`src/rtl/yc_noc_link_pipe.sv`:
```
`timescale 1ns/1ps
`default_nettype none
// ============================================================================
// Module  : yc_noc_link_pipe
// Brief   : Elastic multi-channel NoC link, STAGES skid slices per channel.
//           Optional per-channel perf counters under macro YC_LINK_PERF_EN.
// Rev     : 1.0  initial release
// ============================================================================
module yc_noc_link_pipe #(
  parameter int FLIT_W   = 32,
  parameter int STAGES   = 2,
  parameter int CHANNELS = 2
) (
  input  logic                       clk,
  input  logic                       rst_n,
  input  logic [CHANNELS-1:0]        in_valid,
  input  logic [CHANNELS*FLIT_W-1:0] in_flit,
  output logic [CHANNELS-1:0]        in_ready,
  output logic [CHANNELS-1:0]        out_valid,
  output logic [CHANNELS*FLIT_W-1:0] out_flit,
  input  logic [CHANNELS-1:0]        out_ready
`ifdef YC_LINK_PERF_EN
  ,
  input  logic                       perf_clr,
  output logic [CHANNELS*32-1:0]     perf_flits,
  output logic [CHANNELS*32-1:0]     perf_stall
`endif
);

  for (genvar c = 0; c < CHANNELS; c++) begin : g_ch
    if (STAGES == 0) begin : g_wire
      assign out_valid[c]                 = in_valid[c];
      assign out_flit[c*FLIT_W +: FLIT_W] = in_flit[c*FLIT_W +: FLIT_W];
      assign in_ready[c]                  = out_ready[c];
    end else begin : g_pipe
      // Index s is the upstream side of stage s; index STAGES faces out_*.
      logic [STAGES:0]   w_vld;
      logic [STAGES:0]   w_rdy;
      logic [FLIT_W-1:0] w_dat [STAGES+1];

      assign w_vld[0]      = in_valid[c];
      assign w_dat[0]      = in_flit[c*FLIT_W +: FLIT_W];
      assign w_rdy[STAGES] = out_ready[c];

      assign in_ready[c]                  = w_rdy[0] & rst_n;
      assign out_valid[c]                 = w_vld[STAGES];
      assign out_flit[c*FLIT_W +: FLIT_W] = w_dat[STAGES];

      for (genvar s = 0; s < STAGES; s++) begin : g_stage
        logic              r_m_v;
        logic              r_s_v;
        logic [FLIT_W-1:0] r_m_d;
        logic [FLIT_W-1:0] r_s_d;
        logic              w_up_acc;
        logic              w_dn_acc;

        assign w_up_acc = w_vld[s] & ~r_s_v;
        assign w_dn_acc = r_m_v & w_rdy[s+1];

        always_ff @(posedge clk or negedge rst_n) begin
          if (!rst_n) begin
            r_m_v <= 1'b0;
            r_s_v <= 1'b0;
            r_m_d <= '0;
            r_s_d <= '0;
          end else if (w_dn_acc) begin
            // Skid full implies up_ready was low, so no upstream accept here.
            if (r_s_v) begin
              r_m_d <= r_s_d;
              r_s_v <= 1'b0;
            end else if (w_up_acc) begin
              r_m_d <= w_dat[s];
            end else begin
              r_m_v <= 1'b0;
            end
          end else if (w_up_acc) begin
            if (!r_m_v) begin
              r_m_v <= 1'b1;
              r_m_d <= w_dat[s];
            end else begin
              r_s_v <= 1'b1;
              r_s_d <= w_dat[s];
            end
          end
        end

        assign w_rdy[s]   = ~r_s_v;
        assign w_vld[s+1] = r_m_v;
        assign w_dat[s+1] = r_m_d;
      end
    end

`ifdef YC_LINK_PERF_EN
    localparam logic [31:0] C_CNT_MAX = 32'hFFFF_FFFF;
    logic [31:0] r_flits;
    logic [31:0] r_stall;

    always_ff @(posedge clk or negedge rst_n) begin
      if (!rst_n) begin
        r_flits <= '0;
        r_stall <= '0;
      end else if (perf_clr) begin
        r_flits <= '0;
        r_stall <= '0;
      end else begin
        if (out_valid[c] && out_ready[c] && (r_flits != C_CNT_MAX))
          r_flits <= r_flits + 32'd1;
        if (out_valid[c] && !out_ready[c] && (r_stall != C_CNT_MAX))
          r_stall <= r_stall + 32'd1;
      end
    end

    assign perf_flits[c*32 +: 32] = r_flits;
    assign perf_stall[c*32 +: 32] = r_stall;
`endif
  end

endmodule
`default_nettype wire

```
`config.mk`:
```
export PLATFORM = sky130hd
export DESIGN_NAME = yc_noc_link_pipe
export DESIGN_NICKNAME = d
export VERILOG_FILES = /design/src/rtl/yc_noc_link_pipe.sv
export SDC_FILE = /design/constraint.sdc
export NUM_CORES = 1
export LEC_CHECK = 0
export ABC_CLOCK_PERIOD_IN_PS = 2400
export CAP_MARGIN = 0
export CELL_PAD_IN_SITES_DETAIL_PLACEMENT = 0
export CELL_PAD_IN_SITES_GLOBAL_PLACEMENT = 1
export CORE_MARGIN = 2
export CORE_UTILIZATION = 52
export CTS_BUF_LIST = sky130_fd_sc_hd__clkbuf_16
export CTS_CLUSTER_SIZE = 14
export DETAILED_ROUTE_END_ITERATION = 6
export DONT_BUFFER_PORTS = 1
export PLACE_DENSITY_LB_ADDON = 0.1
export SYNTH_ARGS = -nofsm -noshare
export SYNTH_HDL_FRONTEND = slang
export SYNTH_SLANG_ARGS = --single-unit
export TNS_END_PERCENT = 1
```
`constraint.sdc`:
```
create_clock -name clk -period 2.4 [get_ports clk]
set_input_delay 0.24 -clock clk [delete_from_list [all_inputs] [get_ports clk]]
set_output_delay 0.24 -clock clk [all_outputs]
set_load 0.02 [all_outputs]
```
# Yosys cells after proc, flatten, opt, wreduce, memory -nomap -nowiden
# Cells that the tools add are included.
word_totals:
  inputBits: 70
  wordCells: 120
  register_bits: 264
  out_inout_bits: 68
classes:
  mux: 48
  eq_ne: 12
  n_bitwise: 16
  n_reduce_logical: 28
op_table:
  columns: ["operator", "n"]
  rows:
  - ["$mux W32", 20]
  - ["$reduce_and A3 Y1", 12]
  - ["$mux W1", 28]
  - ["$reduce_bool A2 Y1", 12]
  - ["$ne A2 B2 Y1 const B", 8]
  - ["$and A1 B1 Y1", 8]
  - ["$ne A2 B1 Y1 const B", 4]
  - ["$not A1 Y1", 8]
  - ["$reduce_and A2 Y1", 4]

# Logic depth before layout (Yosys ltp)
logic_depth:
  depth_word: 5
  depth_mapped: 8
  depth_no_buf: 6

# Least setup slack after synthesis
# OpenSTA, ideal clock, no wires.
synth_path:
  path_kind: "flip-flop to flip-flop"
  from: "register g_ch[1].g_pipe.g_stage[0].r_s_v"
  to: "register g_ch[1].g_pipe.g_stage[0].r_m_d[0]"
  stages_incl_launch_ff: 9
  t_arrival_ps: 1973
  path_slack_ps: 301
  required_ps: 2274
  path_cell_list: "dfrtp_1 clkbuf_1 clkbuf_1 nand2b_1 ha_1 a21oi_2 clkbuf_1 o21ai_0 o32a_1"
synth_via:
  elab_chain_cells: 4
  word_cells_on_any_way: 7
  cone_classes: "mux: 2; bitwise: 2; reduce/logical: 3"
synth_lines:
  columns: ["element", "line_no", "rtl"]
  rows:
  - ["from (decl)", "51", "logic r_s_v;"]
  - ["from (signal assigned)", "63", "r_s_v <= 1'b0;"]
  - ["from (signal assigned)", "70", "r_s_v <= 1'b0;"]
  - ["from (signal assigned)", "81", "r_s_v <= 1'b1;"]
  - ["$not A1 Y1", "57", "assign w_up_acc = w_vld[s] & ~r_s_v;"]
  - ["$and A1 B1 Y1", "57", null]
  - ["$reduce_bool A2 Y1 (no source line)", null, null]
  - ["$reduce_and A3 Y1 (no source line)", null, null]
  - ["to (signal assigned)", "69", "r_m_d <= r_s_d;"]
  - ["to (signal assigned)", "72", "r_m_d <= w_dat[s];"]
  - ["to (signal assigned)", "79", "r_m_d <= w_dat[s];"]
  - ["to (decl)", "52", "logic [FLIT_W-1:0] r_m_d;"]
# Several ways; a longest one is shown, not always the timed one.
# A chain may end at the register's enable or synchronous reset.

# Worst setup path in the final report
layout_path:
  from: "register g_ch[0].g_pipe.g_stage[1].r_s_v"
  to: "register g_ch[0].g_pipe.g_stage[0].r_m_d[24]"
layout_via:
  elab_chain_cells: 4
  word_cells_on_any_way: 6
  cone_classes: "eq/ne: 1; mux: 1; bitwise: 2; reduce/logical: 2"
layout_lines:
  columns: ["element", "line_no", "rtl"]
  rows:
  - ["from (decl)", "51", null]
  - ["from (signal assigned)", "63", null]
  - ["from (signal assigned)", "70", null]
  - ["from (signal assigned)", "81", null]
  - ["$not A1 Y1 *", "87", "assign w_rdy[s] = ~r_s_v;"]
  - ["$and A1 B1 Y1 *", "58", "assign w_dn_acc = r_m_v & w_rdy[s+1];"]
  - ["$ne A2 B1 Y1 (no source line) or $reduce_bool A2 Y1 (tied branches)", null, null]
  - ["$reduce_and A3 Y1 (no source line)", null, null]
  - ["to (signal assigned)", "69", null]
  - ["to (signal assigned)", "72", null]
  - ["to (signal assigned)", "79", null]
  - ["to (decl)", "52", null]
# Mark *: on every way between the ends. The rest lies on a longest branch, timed or not.

==> run summary <==
half-perimeter wire length of the detailed placement result: 17100 um
maximum clock rate: 463 MHz
CTS tree: built
fraction of registers with async set or reset after synthesis: 100%
antenna violations before repair: 1
worst clock skew on the final layout: 0.0101 ns
met3 wirelength from detailed routing: 1620 um
Post-Syn Area: 11700 um^2
DIE WIDTH: 154 um
height of the die: 154 um
number of register bits inferred by synthesis: 264
crit-path max FO: 16
global-route wire length before repair: 45300 um
io pins: 138
Final Critical Period: 2.16 ns
clock latency on the worst-skew pair: 0.54 ns
Finished Core Util: 61.5%
Req. time, crit path: 2.87 ns
placer's final routability congestion estimate: 0.802
DR pass1 iterations: 6
pin count of the biggest net entering global routing: 267
Commonest cells post-synth: sky130_fd_sc_hd__dfrtp_1, sky130_fd_sc_hd__mux2_2, sky130_fd_sc_hd__or2_2
PD cells: 1500 nW/um^2
most used flip-flop cell after synthesis: sky130_fd_sc_hd__dfrtp_1
final hold violation count: 264
violations in the final reports: hold timing
total overflow reported by the global router: 0
number of maximum-capacitance constraint violations: 0
Period Utilization, post-route: 89.9%
hold buffer count at cts: 68
worst endpoint data arrival time: 2.63 ns
Core Rows: 54
via count: 7907
Clock Sinks: 264
leading area contributor after synthesis: sky130_fd_sc_hd__dfrtp_1
share of layout cells above drive strength 1: 27.5%
count of antenna-violating nets left after detailed routing: 0
fraction of synthesized cell area taken by the top area cell type: 56.5%
total power: 20.2 mW
Critical Path Sink Type: register
most used standard cell by instance count after synthesis: sky130_fd_sc_hd__dfrtp_1
number of global-route vias before repair: 8318
detailed-route wire length per cell: 21.7 um
Critical Setup Path Class: register to register
highest metal layer with signal wires: met4
cts bufs inserted: 29
core outline area: 22000 um^2
Post-synth EDFFs: 0
dominant cells by area after synthesis: sky130_fd_sc_hd__dfrtp_1, sky130_fd_sc_hd__mux2_2, sky130_fd_sc_hd__mux2_1
number of instances in the synthesized netlist: 932
number of gates given a new drive strength after cts: 0
max-slew violation count: 0
total length of routed met2 wires: 13800 um
synthesized netlist net count: 1004
final sum of negative setup slack: 0 ns
kind of path behind the tightest hold check: input port to async pin
setup fix buffers added after clock tree synthesis: 0
Relative slew margins: 25.3%
Max IR drop VDD: 0.000723 V
Max Buffers Root-to-Sink: 3
DIE AREA: 23700 um^2
unrepaired setup endpoints after global routing: false
post-synthesis cell type count: 39
static power due to leakage: 5.80 nW
sum of routed wire length over all layers: 27900 um
cell at the root of the clock tree: sky130_fd_sc_hd__clkbuf_16
register area share after synthesis: 56.5%
starting density of the core: 53.2%
total of endpoints with negative setup slack in the final report: 0
met1 wire length: 11700 um
number of DRC violations after detailed-routing iteration 0: 415
# DRC: 0
Hold Worst Slack: -0.600 ns
detail-routed via count per cell: 6.15
synthesis warning total: 0
net count of the finished layout: 1056
average footprint of a synthesized cell: 12.5 um^2
area overhead of the layout relative to synthesis: 15.6%
CTS clk-pin slew, worst paths: 0.06 ns
CTS H-tree lvls: 1
critical path launch point type: register
Worst-Margin Slew: 1.12 ns
status: finished, violations left
IO Port Bufs: 0
fill cell count: 1717
overall fraction of global-route tracks in use: 23.8%
metal layers:
layer  vias to the layer above  global-route usage [%]
met2                       228                    40.7
met3                        48                    4.99
met4                         0                    6.99
li1                       3519                       -
met1                      4112                    31.0
met5                         -                       0
stage by stage:
stage | worst slack, ns | cells | cell area, um^2
after floorplan | 0.301 | 932 | 11700
after global placement | 0.342 | 1165 | 11900
after detailed placement | 0.222 | 1165 | 11900
after CTS | 0.207 | 1285 | 13500
after global routing | 0.0974 | 1286 | 13500
final | 0.242 | 1286 | 13500
worst max-delay path: stages, from the launching register on:
cell	delay [ns]
sky130_fd_sc_hd__dfrtp_1	0.47
sky130_fd_sc_hd__nand2b_1	0.21
sky130_fd_sc_hd__ha_1	0.22
sky130_fd_sc_hd__a21oi_2	0.13
sky130_fd_sc_hd__o21a_1	0.52
sky130_fd_sc_hd__buf_4	0.34
sky130_fd_sc_hd__o32a_1	0.19
flip-flops by register name, summed over array words and instances (netlist names):
signal	count
g_ch.g_pipe.g_stage.r_m_d	128
g_ch.g_pipe.g_stage.r_s_d	128
g_ch.g_pipe.g_stage.r_s_v	4
g_ch.g_pipe.g_stage.r_m_v	4
cell families (layout without fill, tap and decap cells):
group	Yosys count	after routing	share of synthesized area [%]
AO/OA/AOI/OAI	251	251	17.2
adder cells (fa/ha/maj)	2	2	0.214
buffers and inverters	133	206	5.01
flip-flops	264	264	56.5
multiplexers	140	140	13.5
other	0	1	0
AND/OR/NAND/NOR	142	142	7.57
report_power, final:
group	switching [mW]	leakage (nW)	internal [mW]	total, mW
Sequential	2.28	3.06	6.80	9.07
Combinational	3.22	2.28	3.76	6.98
Clock	1.76	0.449	2.39	4.15
final timing paths:
check | startpoint | endpoint | slack (ns) | depth (start not counted)
min | rst_n | g_ch[0].g_pipe.g_stage[1].r_m_d[13]$_DFFE_PN0P_ | -0.60 | 0
min in group clk | in_valid[1] | g_ch[1].g_pipe.g_stage[0].r_m_d[28]$_DFFE_PN0P_ | 0.02 | 2
max in group asynchronous | rst_n | g_ch[1].g_pipe.g_stage[0].r_s_v$_DFFE_PN0P_ | 2.38 | 0
max | g_ch[0].g_pipe.g_stage[1].r_s_v$_DFFE_PN0P_ | g_ch[0].g_pipe.g_stage[0].r_m_d[24]$_DFFE_PN0P_ | 0.24 | 6
min reg2reg | g_ch[1].g_pipe.g_stage[1].r_s_d[17]$_DFFE_PN0P_ | g_ch[1].g_pipe.g_stage[1].r_s_d[17]$_DFFE_PN0P_ | 0.48 | 1
max reg2reg | g_ch[0].g_pipe.g_stage[1].r_s_v$_DFFE_PN0P_ | g_ch[0].g_pipe.g_stage[0].r_m_d[24]$_DFFE_PN0P_ | 0.24 | 6
area by class of cell:
cell class	instances	area, um^2	area share [%]
diodes	1	2.50	0.0185
clock buffers	29	726	5.37
clock inverters	23	155	1.15
inverters	59	221	1.64
multi-input cells	535	4510	33.4
flip-flops and latches	264	6610	48.9
well taps	280	350	2.59
repair buffers	95	933	6.91
cells in the final DEF, fill, tap and decap left out, drive strengths merged, types with 2 or more instances in the layout:
master	synthesis	layout
o21a	2	2
mux2	140	140
a21oi	58	58
clkbuf	43	29
nand3	5	5
o32a	52	52
nand2b	5	5
inv	59	64
dlygate4sd3	0	68
bufinv	0	2
a22o	11	11
clkinv	0	15
nor2b	3	3
buf	31	27
nand2	6	6
dfrtp	264	264
o21ai	56	56
o31ai	2	2
and2b	2	2
ha	2	2
and2	21	21
nor2	4	4
or2	64	64
a21boi	3	3
and3	31	31
o221a	64	64
a31oi	2	2
No activity file was read; power rests on OpenSTA's default activity.
